$ cat src/rtl/pc_trace_buffer_if.sv
// Downstream trace stream: one 32-bit word per handshake, tagged PC or ALU.
interface pc_trace_buffer_if;
  logic        trace_valid;
  logic [31:0] trace_data;
  logic        trace_sel;
  logic        trace_ready;

  modport master (output trace_valid, output trace_data, output trace_sel, input trace_ready);
  modport slave  (input trace_valid, input trace_data, input trace_sel, output trace_ready);
endinterface

$ cat src/rtl/pc_trace_buffer.sv
// PC/ALU trace buffer: captures {PC, ALU} pairs into a FIFO and serializes
// each pair as two words (PC then ALU) onto a valid/ready stream.
// Capture never stalls; when the FIFO is full and nothing leaves, the
// capture is dropped and accounted in overflow/drop_count.
module pc_trace_buffer #(
  parameter int DEPTH = 16
) (
  input  logic                     clk,
  input  logic                     reset,
  input  logic [31:0]              PCValue,
  input  logic [31:0]              ALUResult,
  input  logic                     capture_en,
  input  logic                     clear_ovf,
  output logic                     full,
  output logic                     empty,
  output logic [$clog2(DEPTH):0]   count,
  output logic                     overflow,
  output logic [15:0]              drop_count,
  pc_trace_buffer_if.master        trace
);
  localparam int AW = $clog2(DEPTH);
  localparam logic [AW:0] FULL_CNT = (AW+1)'(DEPTH);

  typedef enum logic [1:0] {IDLE, SEND_PC, SEND_ALU} state_t;

  state_t        state;
  logic [63:0]   mem [DEPTH];
  logic [AW-1:0] wrPtr, rdPtr;
  logic [31:0]   holdPc, holdAlu;
  logic [63:0]   head;
  logic          doPop, doPush, doDrop;

  assign full  = (count == FULL_CNT);
  assign empty = (count == '0);
  assign head  = mem[rdPtr];

  // Pop feeds the output stage: from IDLE, or back-to-back after the ALU word is taken.
  assign doPop  = !empty && ((state == IDLE) || (state == SEND_ALU && trace.trace_ready));
  // A same-cycle pop frees a slot, so a full FIFO can still accept.
  assign doPush = capture_en && (!full || doPop);
  assign doDrop = capture_en && !doPush;

  // Storage array, not reset so it can map to RAM.
  always_ff @(posedge clk) begin
    if (doPush) mem[wrPtr] <= {PCValue, ALUResult};
  end

  // Pointers and occupancy.
  always_ff @(posedge clk or negedge reset) begin
    if (!reset) begin
      wrPtr <= '0;
      rdPtr <= '0;
      count <= '0;
    end else begin
      if (doPush) wrPtr <= wrPtr + 1'b1;
      if (doPop)  rdPtr <= rdPtr + 1'b1;
      case ({doPush, doPop})
        2'b10:   count <= count + 1'b1;
        2'b01:   count <= count - 1'b1;
        default: count <= count;
      endcase
    end
  end

  // Drop accounting; clear takes effect before a coincident drop is counted.
  always_ff @(posedge clk or negedge reset) begin
    if (!reset) begin
      overflow   <= 1'b0;
      drop_count <= '0;
    end else if (clear_ovf) begin
      overflow   <= doDrop;
      drop_count <= doDrop ? 16'd1 : 16'd0;
    end else if (doDrop) begin
      overflow <= 1'b1;
      if (drop_count != 16'hFFFF) drop_count <= drop_count + 16'd1;
    end
  end

  // Output FSM with registered stream outputs; words hold while not accepted.
  always_ff @(posedge clk or negedge reset) begin
    if (!reset) begin
      state             <= IDLE;
      holdPc            <= '0;
      holdAlu           <= '0;
      trace.trace_valid <= 1'b0;
      trace.trace_data  <= '0;
      trace.trace_sel   <= 1'b0;
    end else begin
      case (state)
        IDLE: begin
          if (doPop) begin
            holdPc            <= head[63:32];
            holdAlu           <= head[31:0];
            state             <= SEND_PC;
            trace.trace_valid <= 1'b1;
            trace.trace_data  <= head[63:32];
            trace.trace_sel   <= 1'b0;
          end else begin
            trace.trace_valid <= 1'b0;
            trace.trace_data  <= '0;
            trace.trace_sel   <= 1'b0;
          end
        end
        SEND_PC: begin
          if (trace.trace_ready) begin
            state            <= SEND_ALU;
            trace.trace_data <= holdAlu;
            trace.trace_sel  <= 1'b1;
          end
        end
        SEND_ALU: begin
          if (trace.trace_ready) begin
            if (doPop) begin
              holdPc            <= head[63:32];
              holdAlu           <= head[31:0];
              state             <= SEND_PC;
              trace.trace_valid <= 1'b1;
              trace.trace_data  <= head[63:32];
              trace.trace_sel   <= 1'b0;
            end else begin
              state             <= IDLE;
              trace.trace_valid <= 1'b0;
              trace.trace_data  <= '0;
              trace.trace_sel   <= 1'b0;
            end
          end
        end
        default: begin
          state             <= IDLE;
          trace.trace_valid <= 1'b0;
          trace.trace_data  <= '0;
          trace.trace_sel   <= 1'b0;
        end
      endcase
    end
  end
endmodule

$ cat src/flat_wrapper.sv
// flat-port wrapper written by rule: the top's interface ports become plain ports
module pc_trace_buffer_flat 
#(
  parameter int DEPTH = 16
)
  (clk, reset, PCValue, ALUResult, capture_en, clear_ovf, full, empty, count, overflow, drop_count, trace_trace_valid, trace_trace_data, trace_trace_sel, trace_trace_ready);
  pc_trace_buffer_if trace_i ();
  input  logic clk;
  input  logic reset;
  input  logic [31:0] PCValue;
  input  logic [31:0] ALUResult;
  input  logic capture_en;
  input  logic clear_ovf;
  output logic full;
  output logic empty;
  output logic [$clog2(DEPTH):0] count;
  output logic overflow;
  output logic [15:0] drop_count;
  output wire logic [$bits(trace_i.trace_valid)-1:0] trace_trace_valid;
  output wire logic [$bits(trace_i.trace_data)-1:0] trace_trace_data;
  output wire logic [$bits(trace_i.trace_sel)-1:0] trace_trace_sel;
  input wire logic [$bits(trace_i.trace_ready)-1:0] trace_trace_ready;
  assign trace_trace_valid = trace_i.trace_valid;
  assign trace_trace_data = trace_i.trace_data;
  assign trace_trace_sel = trace_i.trace_sel;
  assign trace_i.trace_ready = trace_trace_ready;
  pc_trace_buffer #(.DEPTH(DEPTH)) u_core (.clk(clk), .reset(reset), .PCValue(PCValue), .ALUResult(ALUResult), .capture_en(capture_en), .clear_ovf(clear_ovf), .full(full), .empty(empty), .count(count), .overflow(overflow), .drop_count(drop_count), .trace(trace_i));
endmodule
$ cat config.mk
export PLATFORM = sky130hd
export DESIGN_NAME = pc_trace_buffer_flat
export DESIGN_NICKNAME = d
export VERILOG_FILES = /design/src/rtl/pc_trace_buffer_if.sv /design/src/rtl/pc_trace_buffer.sv /design/src/flat_wrapper.sv
export SDC_FILE = /design/constraint.sdc
export NUM_CORES = 1
export LEC_CHECK = 0
export ABC_AREA = 0
export CORE_MARGIN = 4
export CORE_UTILIZATION = 55
export DETAILED_ROUTE_END_ITERATION = 7
export GPL_ROUTABILITY_DRIVEN = 0
export PLACE_DENSITY = 0.8
export REMOVE_ABC_BUFFERS = 1
export SYNTH_ARGS = -nofsm -noshare
export SYNTH_HDL_FRONTEND = slang
export SYNTH_SLANG_ARGS = --single-unit
$ cat constraint.sdc
create_clock -name clk -period 10.5 [get_ports clk]
set_input_delay 2.1 -clock clk [delete_from_list [all_inputs] [get_ports clk]]
set_output_delay 2.1 -clock clk [all_outputs]
set_load 0.02 [all_outputs]
==> results of run 1 <==
-- final cells by class --
class | count | area, um^2 | share of cell area (%)
diodes | 3 | 7.507 | 0.01544
repair buffers | 152 | 1479 | 3.041
clock buffers | 148 | 2903 | 5.969
well taps | 1040 | 1301 | 2.676
inverters | 13 | 48.80 | 0.1003
clock inverters | 50 | 444.2 | 0.9134
multi-input cells | 685 | 9234 | 18.99
flip-flops and latches | 1122 | 33210 | 68.30
-- through the flow --
stage               total power, mW  TNS (ns)  setup slack (ns)  utilization (%)
floorplan                     8.916    -30.07           -0.8957                -
global placement              9.031         0             4.890            58.54
detailed placement            9.160         0             4.760            58.54
CTS                           12.88         0             5.427            62.87
global route                  13.32         0             5.133            62.88
finish                        12.80         0             5.394            62.88
-- per-layer routing --
layer / wire length, um / track usage [%]
met4: 2401 / 7.214
met5: 27 / 0
met1: 35000 / 30.77
met3: 7887 / 4.742
met2: 45810 / 36.63
-- sequential cells by signal, summed over array words and instances (netlist names), 2 cells and up --
name,cells
u_core.trace.trace_data,32
u_core.holdAlu,32
u_core.state,2
u_core.wrPtr,4
u_core.mem,1024
u_core.rdPtr,4
u_core.drop_count,16
u_core.count,5
-- power by group through the flow --
stage / combinational [mW] / clock, mW / sequential, mW
global placement: 3.17 / 0 / 5.86
detailed placement: 3.26 / 0 / 5.90
CTS: 3.32 / 3.74 / 5.82
floorplan: 2.71 / 0 / 6.20
global route: 3.52 / 3.93 / 5.87
finish: 3.29 / 3.69 / 5.82
-- worst max-delay path by stage --
| stage | end | cells past startpoint |
|---|---|---|
| 6_report | u_core.mem[14][21] | 7 |
| 4_1_cts | u_core.mem[14][56] | 7 |
| 5_1_grt | u_core.mem[14][34] | 7 |
| 2_1_floorplan | u_core.holdAlu[0] | 5 |
| 3_3_place_gp | u_core.mem[14][14] | 7 |
| 3_5_place_dp | u_core.mem[14][14] | 7 |
-- cells in the mapped netlist (all sizes together) (3+ instances only) --
| cell | n |
|---|---|
| edfxtp | 1024 |
| mux4 | 256 |
| mux2i | 126 |
| dfrtp | 98 |
| buf | 73 |
| nand2 | 54 |
| clkbuf | 33 |
| nor2 | 33 |
| a221o | 32 |
| o221ai | 32 |
| o22ai | 32 |
| xnor2 | 17 |
| inv | 13 |
| and3 | 12 |
| nor4 | 10 |
| ha | 9 |
| a21oi | 8 |
| nand4 | 6 |
| nor2b | 6 |
| a31oi | 5 |
| nand3 | 5 |
| o21ai | 4 |
| a211oi | 3 |
| a21o | 3 |
| a22oi | 3 |
| a31o | 3 |
| mux2 | 3 |
| nand2b | 3 |
-- critical path: cells and delay by family --
family | cells | cell delay (ns)
AO/OA/AOI/OAI | 1 | 0.31
AND/OR/NAND/NOR | 4 | 1.58
buffers and inverters | 2 | 1.37
-- kinds of logic (layout without fill, tap and decap cells) --
kind of cell / count (synthesis) / after routing / synth area share [%]
adder cells (fa/ha/maj): 10 / 10 / 0.3095
AND/OR/NAND/NOR: 137 / 137 / 1.533
AO/OA/AOI/OAI: 136 / 136 / 2.581
flip-flops: 1122 / 1122 / 77.49
XOR/XNOR: 17 / 17 / 0.3475
multiplexers: 385 / 385 / 16.48
other: 0 / 3 / 0
buffers and inverters: 119 / 363 / 1.262
==> impl_metrics.yaml, run 1 <==
power_and_ir_drop:
  swShare_pct: 29.00
  clock_power_share_pct: 28.8
  p_seq_share_pct: 45.5
  peakVddDrop_v: 0.0001475
  internal_power_mw: 9.090
  cellLeakagePower_nw: 15.66
  combPwrFrac_pct: 25.7
  power.switching_mw: 3.713
  power_density_mw_per_mm2: 263.3
cells_and_area:
  layout-drive-gt1-share_pct: 21.47
  final_common_cell: "edfxtp_1"
  area_growth_syn_to_layout_pct: 13.50
  final_nets: 2159
  layout_common_cells: "1024 x edfxtp_1, 256 x mux4_2, 126 x mux2i_1"
  nFillCells: 4964
  fin_cells: 3213
  final_cell_area_mm2: 0.04863
clock_tree:
  cts_buffers: 106
  cts_sinks: 1122
  cts_resized: 0
  cts_tree: "done"
  cts_buffer_depth: 3
  h-tree-depth: 3
  clock_latency_ns: 0.67
  path_clk_slew_ns: 0.06
  cts_setup_buffers: 0
  clock-root-buffer: "clkbuf_16"
  cts_hold_buffers: 0
place:
  io_buffers: 126
  hpwl_mm: 43.52
  place_area_mm2: 0.04528
  numPlacedInstances: 3012
routing:
  ant_nets: 0
  vias_per_cell: 6.452
  wire_per_inst_um: 28.36
  drc: 0
  routed_wl_mm: 91.12
  first_pass_iters: 5
  num_vias: 20730
  first_iter_violations: 2235
logic_synthesis:
  synthFlopType: "edfxtp_1"
  synth_cells: 1926
  synth_area_leader_cell: "edfxtp_1"
  yosysWarnings: 0
  synth_cell_types: 54
  synth_top_area_share_pct: 71.77
  synth.area.top_cells: "edfxtp_1 72%, mux4_2 13%, dfrtp_1 5.7%"
  ys_ff_latch: 1122
  syn-cell-area_mm2: 0.04285
  synth_edf_count: 1024
  syn_avg_cell_area_um2: 22.25
  synthArstFlopShare_pct: 8.734
  ys_seq_area_share_pct: 77.49
sta:
  setup_violations: 0
  tightest_slew_ns: 1.264
  timing.final.crit_share_pct: 48.63
  finalHoldViolCount: 0
  fin_crit_ns: 5.106
  holdWs_ns: 0.4907
  maxSlewViolCount: 0
  rsz0062_at_grt: "false"
  clock.fmax_ghz: 0.1959
  clock_skew_ns: 0.02519
  relSlewSlack_pct: 15.72
run:
  drv_cap: 0
setup_path:
  cp_slowest_cell: "nor2_4"
  cp-start-kind: "input pin"
  r2r_start: "u_core.rdPtr[3]"
  r2r_cells: 6
  crit_path_start: "trace_trace_ready"
  cp-end-kind: "register"
  cp_cell_sequence: "clkdlybuf4s50_1 -> nor2b_1 -> nor2_1 -> o21a_1 -> nand3_1 -> nor2_4 -> buf_4"
  r2r-end: "u_core.trace.trace_data[12]"
  path_max_fanout: 42
  arrival_ns: 5.39
  required_ns: 10.79
  cpPeakStageDelay_ns: 0.81
  rrSetupSlack_ns: 6.58
  critPathKind: "input pin to register"
run_status:
  outcome: "complete, no violations"
global_routing:
  grt_pass1_wl_mm: 138.4
  track_usage_pct: 22.41
  gr-total-overflow: 0
  grt_pass1_vias: 21830
  grt_max_degree: 150
  antenna_found_initial: 5
die:
  dieArea_mm2: 0.08244
  num_rows: 102
  ioPinCount: 127
  start_util_pct: 55.40
  die_height_um: 287.1
  die_width_um: 287.1
  fp.coreArea_mm2: 0.07734
worst_hold_path:
  hp-start: "u_core.overflow"
  hold_end: "u_core.overflow"
  hold_path_class: "register to register"
  whs_path_depth: 1
No activity file was read; power rests on OpenSTA's default activity.
==> run 2, diff against run 1 <==
==> constraint.sdc (replaced) <==
create_clock -name clk -period 4.99 [get_ports clk]
set_input_delay 0.998 -clock clk [delete_from_list [all_inputs] [get_ports clk]]
set_output_delay 0.998 -clock clk [all_outputs]
set_load 0.02 [all_outputs]
==> impl_metrics.yaml, run 2 (synthesis gave the netlist of run 1 again) <==
cells_and_area:
  area_growth_syn_to_layout_pct: 15.05
  layout_common_cells: "1024 x edfxtp_1, 256 x mux4_2, 126 x mux2i_1"
  layout-drive-gt1-share_pct: 22.76
  fin_cells: 3242
  regMostFlops: "u_core.mem"
  nFillCells: 4923
  final_common_cell: "edfxtp_1"
  reg_top3: "u_core.mem: 1024 flops, u_core.holdAlu: 32 flops, u_core.trace.trace_data: 32 flops"
  fin_util_pct: 63.74
  final_cell_area_mm2: 0.04930
  final_nets: 2184
  largest_reg_flops: 1024
routing:
  ant_nets: 0
  first_pass_iters: 5
  routed_wl_mm: 97.45
  drc: 0
  wire_per_inst_um: 30.06
  first_iter_violations: 2400
  num_vias: 21150
  vias_per_cell: 6.524
global_routing:
  antenna_found_initial: 6
  track_usage_pct: 24.01
  grt_max_degree: 65
  grt_pass1_wl_mm: 146.4
  gr-total-overflow: 0
  grt_pass1_vias: 22300
setup_path:
  cp-start-kind: "input pin"
  crit_family: "simple AND/OR/NAND/NOR gates"
  cp_common_cell: "nor2_1"
  cp_slowest_cell: "o21ai_0"
  arrival_ns: 4.13
  path_max_fanout: 30
  cp-end-kind: "register"
  critPathKind: "input pin to register"
  required_ns: 5.39
  cp_cell_sequence: "clkdlybuf4s50_1 -> nor2b_1 -> nor2_1 -> o21ai_0 -> nor2_1 -> and3_4 -> buf_4"
  cpPeakStageDelay_ns: 0.96
  r2r_start: "u_core.count[0]"
  cp_num_buf_inv: 2
  r2r-end: "u_core.mem[5][13]"
  crit_cells: 7
  rrSetupSlack_ns: 1.55
  r2r_cells: 6
place:
  numPlacedInstances: 3036
  hpwl_mm: 49.29
  io_buffers: 126
  place_area_mm2: 0.04571
clock_tree:
  clock-root-buffer: "clkbuf_16"
  cts_tree: "done"
  path_clk_slew_ns: 0.06
  cts_sinks: 1122
  h-tree-depth: 3
  clock_latency_ns: 0.67
  cts_buffer_depth: 3
  cts_resized: 0
  cts_buffers: 107
  cts_setup_buffers: 0
  cts_hold_buffers: 0
sta:
  relSlewSlack_pct: 19.37
  finalHoldViolCount: 0
  clock.fmax_ghz: 0.2679
  maxSlewViolCount: 0
  clock_skew_ns: 0.02611
  tightest_slew_ns: 1.197
  rsz0062_at_grt: "false"
  setup_violations: 0
  fin_crit_ns: 3.732
  timing.final.crit_share_pct: 74.80
power_and_ir_drop:
  power_density_mw_per_mm2: 561.7
  cellLeakagePower_nw: 15.96
  peakVddDrop_v: 0.0003379
die:
  dieArea_mm2: 0.08244
  fp.coreArea_mm2: 0.07734
  ioPinCount: 127
  start_util_pct: 55.40
  num_rows: 102
  die_width_um: 287.1
  die_height_um: 287.1
run:
  drv_cap: 0
run_status:
  outcome: "complete, no violations"
worst_hold_path:
  hold_path_class: "input pin to asynchronous set/reset pin"
-- run 2: changes by cell type in the layout (fill, tap and decap cells not counted), moves of 2 or more --
cell,before,now
clkbuf_1,35,27
buf_12,2,22
clkbuf_8,5,12
clkinv_2,18,15
bufinv_16,6,10
diode_2,3,5
buf_4,25,29
-- run 2: metrics by stage --
stage	TNS (ns)	power (mW)	hold WS (ns)	setup slack, ns
after global routing	0	28.78	0.3320	1.116
after CTS	0	27.83	0.3071	1.388
after floorplan	-1217.36	17.46	0.4573	-6.406
after detailed placement	0	19.56	0.4720	0.7616
final	0	27.69	0.3282	1.258
after global placement	0	19.24	0.4664	1.011
-- run 2: cell type report --
type | count | area [um^2] | area share [%]
flip-flops and latches | 1122 | 33210 | 67.37
multi-input cells | 685 | 9234 | 18.73
clock buffers | 147 | 2969 | 6.023
repair buffers | 176 | 1909 | 3.873
well taps | 1040 | 1301 | 2.640
clock inverters | 54 | 608.1 | 1.234
inverters | 13 | 48.80 | 0.09899
diodes | 5 | 12.51 | 0.02538
-- run 2: worst max path at each step --
stage	startpoint	end	slack [ns]
6_report	trace_trace_ready	u_core.mem[5][13]	1.26
3_5_place_dp	trace_trace_ready	u_core.mem[5][40]	0.76
3_3_place_gp	trace_trace_ready	u_core.mem[11][48]	1.01
5_1_grt	trace_trace_ready	u_core.mem[5][60]	1.12
2_1_floorplan	u_core.rdPtr[2]	u_core.holdAlu[0]	-6.41
4_1_cts	trace_trace_ready	u_core.mem[5][13]	1.39
-- run 2: power breakdown --
group	total [mW]	switching, mW	internal (mW)
registers	12.3	0.823	11.4
clock network	8.18	3.47	4.71
logic	7.25	3.83	3.42
total	27.7	8.12	19.6
-- run 2: per-layer routing --
metal	global-route usage [%]	wire [um]	share of wire, %	vias up
met2	38.94	49080	50	1288
li1	-	-	-	8504
met4	8.207	2696	2.8	2
met5	0	13	0.013	-
met1	33.37	37050	38	11160
met3	4.655	8611	8.8	195
